File: src/rtl/pulpemu_ctrl_pkg.sv
// Shared FSM encoding and PS control-word bit positions for the PULP emulation control bridge.
package pulpemu_ctrl_pkg;

   typedef enum logic [2:0] {
      ST_IDLE       = 3'd0,
      ST_RST_HOLD   = 3'd1,
      ST_FETCH_WAIT = 3'd2,
      ST_RUN        = 3'd3,
      ST_DONE       = 3'd4
   } state_t;

   localparam int RUN_BIT   = 31;
   localparam int FETCH_BIT = 0;
   localparam int CLR_BIT   = 1;
   localparam int MODE_BIT  = 2;

endpackage

File: src/rtl/pulpemu_sync.sv
// Multi-flop synchronizer for quasi-static status bits crossing into ps7_clk.
// Latency is STAGES cycles; chain clears to zero on reset.
module pulpemu_sync #(
   parameter int WIDTH  = 32,
   parameter int STAGES = 2
) (
   input  logic             ps7_clk,
   input  logic             ps7_rst_n,
   input  logic [WIDTH-1:0] d,
   output logic [WIDTH-1:0] q
);

   logic [WIDTH-1:0] chain [STAGES];

   always_ff @(posedge ps7_clk or negedge ps7_rst_n) begin
      if (!ps7_rst_n) begin
         for (int i = 0; i < STAGES; i++) chain[i] <= '0;
      end else begin
         chain[0] <= d;
         for (int i = 1; i < STAGES; i++) chain[i] <= chain[i-1];
      end
   end

   assign q = chain[STAGES-1];

endmodule

File: src/rtl/pulpemu_ctrl_bridge.sv
// PS-to-SoC control bridge: sequences SoC reset/fetch enable from the PS run bit and
// reports synchronized SoC status (level or sticky) plus an end-of-computation pulse.
module pulpemu_ctrl_bridge #(
   parameter int NUM_CH      = 32,
   parameter int SYNC_STAGES = 2,
   parameter int RST_HOLD    = 16,
   parameter int FETCH_DLY   = 8,
   parameter int EOC_BIT     = 0
) (
   input  logic              ps7_clk,
   input  logic              ps7_rst_n,
   input  logic [31:0]       ctrl_i,
   input  logic [NUM_CH-1:0] status_i,
   output logic              soc_rst_no,
   output logic              fetch_en_o,
   output logic [NUM_CH-1:0] status_o,
   output logic [2:0]        state_o,
   output logic              eoc_irq_o
);

   import pulpemu_ctrl_pkg::*;

   localparam logic [7:0] RST_LOAD   = 8'(RST_HOLD - 1);
   localparam logic [7:0] FETCH_LOAD = 8'(FETCH_DLY);

   logic [31:0]       ctrl_q;
   logic [NUM_CH-1:0] status_s;
   state_t            state, state_nxt;
   logic [7:0]        cnt, cnt_nxt;
   logic              eoc_prev, clr_prev, eoc_rise;
   logic              soc_rst_nxt, fetch_en_nxt, eoc_irq_nxt;
   logic              ctrl_unused;

   assign ctrl_unused = ^ctrl_q[30:3];

   pulpemu_sync #(.WIDTH(NUM_CH), .STAGES(SYNC_STAGES)) u_sync (
      .ps7_clk   (ps7_clk),
      .ps7_rst_n (ps7_rst_n),
      .d         (status_i),
      .q         (status_s)
   );

   // eoc_prev is held high outside RUN so a level already present on entry is not an edge
   assign eoc_rise = status_s[EOC_BIT] & ~eoc_prev;

   always_comb begin
      state_nxt   = state;
      cnt_nxt     = cnt;
      eoc_irq_nxt = 1'b0;
      case (state)
         ST_IDLE: begin
            if (ctrl_q[RUN_BIT]) begin
               state_nxt = ST_RST_HOLD;
               cnt_nxt   = RST_LOAD;
            end
         end
         ST_RST_HOLD: begin
            if (cnt == 8'd0) begin
               state_nxt = ST_FETCH_WAIT;
               cnt_nxt   = FETCH_LOAD;
            end else begin
               cnt_nxt = cnt - 8'd1;
            end
         end
         ST_FETCH_WAIT: begin
            if (cnt == 8'd0) state_nxt = ST_RUN;
            else             cnt_nxt   = cnt - 8'd1;
         end
         ST_RUN: begin
            if (eoc_rise) begin
               state_nxt   = ST_DONE;
               eoc_irq_nxt = 1'b1;
            end
         end
         ST_DONE:  state_nxt = ST_DONE;
         default:  state_nxt = ST_IDLE;
      endcase
      if (!ctrl_q[RUN_BIT]) begin
         state_nxt   = ST_IDLE;
         eoc_irq_nxt = 1'b0;
      end
      soc_rst_nxt  = (state_nxt != ST_IDLE) && (state_nxt != ST_RST_HOLD);
      fetch_en_nxt = (state_nxt == ST_RUN) && ctrl_q[FETCH_BIT];
   end

   always_ff @(posedge ps7_clk or negedge ps7_rst_n) begin
      if (!ps7_rst_n) begin
         ctrl_q     <= '0;
         state      <= ST_IDLE;
         cnt        <= '0;
         eoc_prev   <= 1'b1;
         soc_rst_no <= 1'b0;
         fetch_en_o <= 1'b0;
         eoc_irq_o  <= 1'b0;
      end else begin
         ctrl_q     <= ctrl_i;
         state      <= state_nxt;
         cnt        <= cnt_nxt;
         eoc_prev   <= (state == ST_RUN) ? status_s[EOC_BIT] : 1'b1;
         soc_rst_no <= soc_rst_nxt;
         fetch_en_o <= fetch_en_nxt;
         eoc_irq_o  <= eoc_irq_nxt;
      end
   end

   // A clear edge overrides sticky accumulation, but bits set this cycle still show
   always_ff @(posedge ps7_clk or negedge ps7_rst_n) begin
      if (!ps7_rst_n) begin
         clr_prev <= 1'b0;
         status_o <= '0;
      end else begin
         clr_prev <= ctrl_q[CLR_BIT];
         if (ctrl_q[CLR_BIT] && !clr_prev) status_o <= status_s;
         else if (ctrl_q[MODE_BIT])        status_o <= status_o | status_s;
         else                              status_o <= status_s;
      end
   end

   assign state_o = state;

endmodule

File: config.mk
export PLATFORM = sky130hd
export DESIGN_NAME = pulpemu_ctrl_bridge
export DESIGN_NICKNAME = d
export VERILOG_FILES = /design/src/rtl/pulpemu_ctrl_pkg.sv /design/src/rtl/pulpemu_sync.sv /design/src/rtl/pulpemu_ctrl_bridge.sv
export SDC_FILE = /design/constraint.sdc
export NUM_CORES = 1
export LEC_CHECK = 0
export BUFFER_PORTS_ARGS = -buffer_cell sky130_fd_sc_hd__clkbuf_2
export CAP_MARGIN = 20
export CORE_MARGIN = 4
export CORE_UTILIZATION = 35
export DETAILED_ROUTE_END_ITERATION = 8
export PLACE_DENSITY = 0.58
export SLEW_MARGIN = 15
export SYNTH_ARGS = -nofsm -noshare
export SYNTH_HDL_FRONTEND = slang
export SYNTH_SLANG_ARGS = --single-unit
File: constraint.sdc
create_clock -name ps7_clk -period 2 [get_ports ps7_clk]
set_input_delay 0.4 -clock ps7_clk [delete_from_list [all_inputs] [get_ports ps7_clk]]
set_output_delay 0.4 -clock ps7_clk [all_outputs]
set_load 0.01 [all_outputs]
==> tab_implementation.tex <==
\begin{tabular}{lr}
\hline
Metric & Value \\
\hline
\multicolumn{2}{l}{\textbf{Outcome}} \\
Result of the run & completed \\
\multicolumn{2}{l}{\textbf{Timing}} \\
Worst Tran Pin Value & 596 ps \\
Remaining max-slew budget at the tightest pin & 60.3\% \\
Final hold viol count & 0 \\
Final worst path period share & 91.5\% \\
Finish-stage setup viols & 0 \\
Setup TNS Final & 0 ps \\
Max Clock Skew & 7.10 ps \\
Highest clock rate & 546 MHz \\
Worst-case setup margin in the final layout & 170 ps \\
Post-route minimum period & 1830 ps \\
Number of pins exceeding their max-slew limit in the final report & 0 \\
Setup repair after global routing missed its margin & false \\
\multicolumn{2}{l}{\textbf{Global routing}} \\
Met2 Track Usage GR & 19.6\% \\
Final global-route overflow total & 0 \\
Antenna violations before repair & 0 \\
Most used routing layer in global routing & met2 \\
Overall routing resource usage & 12.8\% \\
GRT met1 Usage & 15.7\% \\
M3 GR Usage & 5.19\% \\
Maximum number of pins on one net before global-route repair & 117 \\
Wire length of the first global-routing pass & 12700 µm \\
Number of global-route vias before repair & 2611 \\
\multicolumn{2}{l}{\textbf{Placement}} \\
Post-place setup slack & 172 ps \\
Count of buffers from port buffering & 75 \\
Final HPWL from detailed placement & 4440 µm \\
DP Area & 4470 µm² \\
Final GP Congestion & 0.863 \\
\multicolumn{2}{l}{\textbf{Floorplan}} \\
Height of the die & 113 µm \\
Initial standard-cell utilization of the core & 35.7\% \\
Count of boundary I/O pins & 104 \\
Width of the chip & 113 µm \\
Cell Rows & 38 \\
Core area & 10800 µm² \\
Total Die Area & 12700 µm² \\
\multicolumn{2}{l}{\textbf{Worst setup path}} \\
Largest driver fanout on the critical path & 8 \\
CP arrival & 2250 ps \\
Setup CP Type & reg -> reg \\
Category of the worst setup path launch point & register \\
Slowest stage cell on the critical path & dfrtp\_1 \\
Reg-to-reg endpoint & cnt[0] \\
R2r setup slk & 170 ps \\
Critical Path Max Stage Delay & 400 ps \\
Required time at the worst-slack endpoint & 2420 ps \\
Critical R2R Launch & cnt[1] \\
CP most frequent cell & a21oi\_1 \\
Depth of the worst register-to-register path & 7 \\
Cell-by-cell trace of the critical path & inv\_1 > ha\_1 > nor3b\_4 > buf\_4 > a21oi\_1 > a311o\_1 > a21oi\_1 \\
Category of the worst setup path capture point & register \\
\multicolumn{2}{l}{\textbf{Synthesis}} \\
Synth cell types & 47 \\
Cell type contributing the most total cell area after synthesis & dfrtp\_1 \\
Total of flip-flops plus latches after synthesis & 116 \\
Part of the Yosys area used for sequential elements & 75.5\% \\
Asr flop ratio synth & 100\% \\
Most used flip-flop cell after synthesis & dfrtp\_1 \\
Fraction of synthesized area in multiplexers & 0\% \\
Most repeated cell in the gate-level netlist after synthesis & dfrtp\_1 \\
Yosys warns & 0 \\
Mean instance size in the synthesized netlist & 14.8 µm² \\
Post-synthesis share of cell area spent on full adders, half adders and majority gates & 0.650\% \\
Post-synthesis cell area & 3850 µm² \\
Number of nets produced by synthesis & 328 \\
Simple-gate share of the synthesized area & 8.29\% \\
Number of synthesized flops with an enable pin & 0 \\
Portion of synthesized cell area occupied by the leading cell type & 74.8\% \\
Dominant combinational cell family by area after synthesis & compound AO/OA/AOI/OAI gates \\
Synth top cells by count & 115 x dfrtp\_1, 33 x a21o\_1, 16 x a21oi\_1 \\
Share of the synthesized netlist area taken by xor and xnor gates & 0\% \\
Compound-Gate Fraction of Synth Area & 13.7\% \\
Largest cells by area after synthesis & dfrtp\_1 75\%, a21o\_1 6.4\%, a21oi\_1 2.1\% \\
Gate count after technology mapping & 260 \\
\multicolumn{2}{l}{\textbf{Layout}} \\
Layout filler cell count & 906 \\
Antenna Diode Count & 0 \\
Area of all placed cells without fillers & 5480 µm² \\
Area taken by multi-input logic gates & 882 µm² \\
Footprint of the flip-flops and latches & 2900 µm² \\
Synth-to-Final Area Change & 42.3\% \\
Layout cell share with drive strength beyond 1 & 31.1\% \\
End-of-flow core utilization & 50.7\% \\
Number of nets in the final layout & 460 \\
\multicolumn{2}{l}{\textbf{Detailed routing}} \\
Detailed Route Iter0 Violations & 61 \\
Residual DRC & 0 \\
Routed len/inst & 13.3 µm \\
Post-detailed-route count of antenna-violating nets & 0 \\
Total wirelength of the detailed-routed design & 7270 µm \\
Number of iterations in the first detailed-routing pass & 4 \\
Average vias per placed instance & 4.60 \\
Via count & 2507 \\
\multicolumn{2}{l}{\textbf{Run}} \\
Max-cap violation count & 0 \\
\multicolumn{2}{l}{\textbf{Min path}} \\
Hold Startpoint & u\_sync.chain[34] \\
Min-delay worst type & reg -> reg \\
Cell depth of the worst min-delay path & 0 \\
Endpoint of the worst hold-timing path & u\_sync.q[2] \\
\multicolumn{2}{l}{\textbf{Power and ir drop}} \\
Total leakage power & 2.58 nW \\
Peak supply drop & 631 µV \\
Overall Power & 6.07 mW \\
P per Cell Area & 1110 nW/µm² \\
\multicolumn{2}{l}{\textbf{Clock network}} \\
H-tree levels & 4 \\
Clock tree from TritonCTS & built \\
Post-CTS clock slew at the launch and capture registers of the worst setup and hold paths & 50 ps \\
Num Clock Sinks & 116 \\
Cts bufs inserted & 17 \\
Maximum root-to-sink buffer count & 2 \\
Total of cells resized after clock tree synthesis & 0 \\
Clock root cell & clkbuf\_8 \\
Insertion delay of the later-clocked pin in the worst-skew pair & 500 ps \\
\hline
\end{tabular}
worst max-delay path, delay by kind of cell (launching register included):
family / cells / cell delay (ps)
flip-flops: 1 / 400
AO/OA/AOI/OAI: 3 / 530
AND/OR/NAND/NOR: 1 / 380
buffers and inverters: 2 / 280
adder cells (fa/ha/maj): 1 / 170
kinds of logic after synthesis:
logic type	after synthesis
flip-flops	116
AO/OA/AOI/OAI	72
AND/OR/NAND/NOR	53
buffers and inverters	17
adder cells (fa/ha/maj)	2
timing repair:
action / in CTS / in global routing
hold buffers: 37 / 0
buffers inserted: 0 / 1
setup endpoints to repair: 0 / 1
endpoints found under the hold margin: 38 / 0
state kept, by name, summed over array words and instances, names as in the netlist:
name	count
soc_rst_no	1
fetch_en_o	1
ctrl_q	4
eoc_prev	1
cnt	8
clr_prev	1
status_o	32
u_sync.chain	32
state_o	3
u_sync.q	32
eoc_irq_o	1
cell type report:
cell class	count	share of cell area (%)
Multi-Input combinational cell	127	16.1
Clock buffer	20	8.32
Inverter	7	0.480
Timing Repair Buffer	123	15.6
Tap cell	140	3.20
Clock inverter	12	3.22
Sequential cell	116	53.0
metal layers:
metal	share of wire [%]	up-vias
met5	0	-
li1	-	1180
met4	2.4	0
met3	5.8	14
met1	44	1244
met2	48	69
placed cells by master, fill, tap and decap left out, drive strengths merged, types with 4 or more instances in the layout:
master	n
clkbuf	94
nor2	8
a21oi	16
dfrtp	115
clkinv	5
nand2	5
nand2b	6
o21a	4
inv	8
bufinv	4
dlygate4sd3	37
nor3	11
a21o	34
buf	12
report_power, final:
group | internal (mW) | leakage (nW) | switching, mW | total, mW
clock | 2.12 | 0.307 | 1.02 | 3.14
combinational | 0.190 | 0.927 | 0.194 | 0.384
sequential | 2.48 | 1.34 | 0.0680 | 2.55
total | 4.79 | 2.58 | 1.28 | 6.07
metrics by stage:
stage,instances,hold WS [ps]
after detailed placement,475,335
after global placement,475,332
final,545,345
after global routing,545,350
after CTS,544,347
after floorplan,260,104
worst max path at each step:
stage,start,endpoint,slack (ps),cells past startpoint
3_3_place_gp,cnt[1],cnt[7],200,6
6_report,cnt[1],cnt[0],170,7
5_1_grt,cnt[1],cnt[5],20,6
2_1_floorplan,cnt[0],cnt[7],180,7
3_5_place_dp,cnt[1],cnt[7],170,6
4_1_cts,cnt[1],cnt[7],160,6
Note: power is estimated with default switching activity, not from simulation.
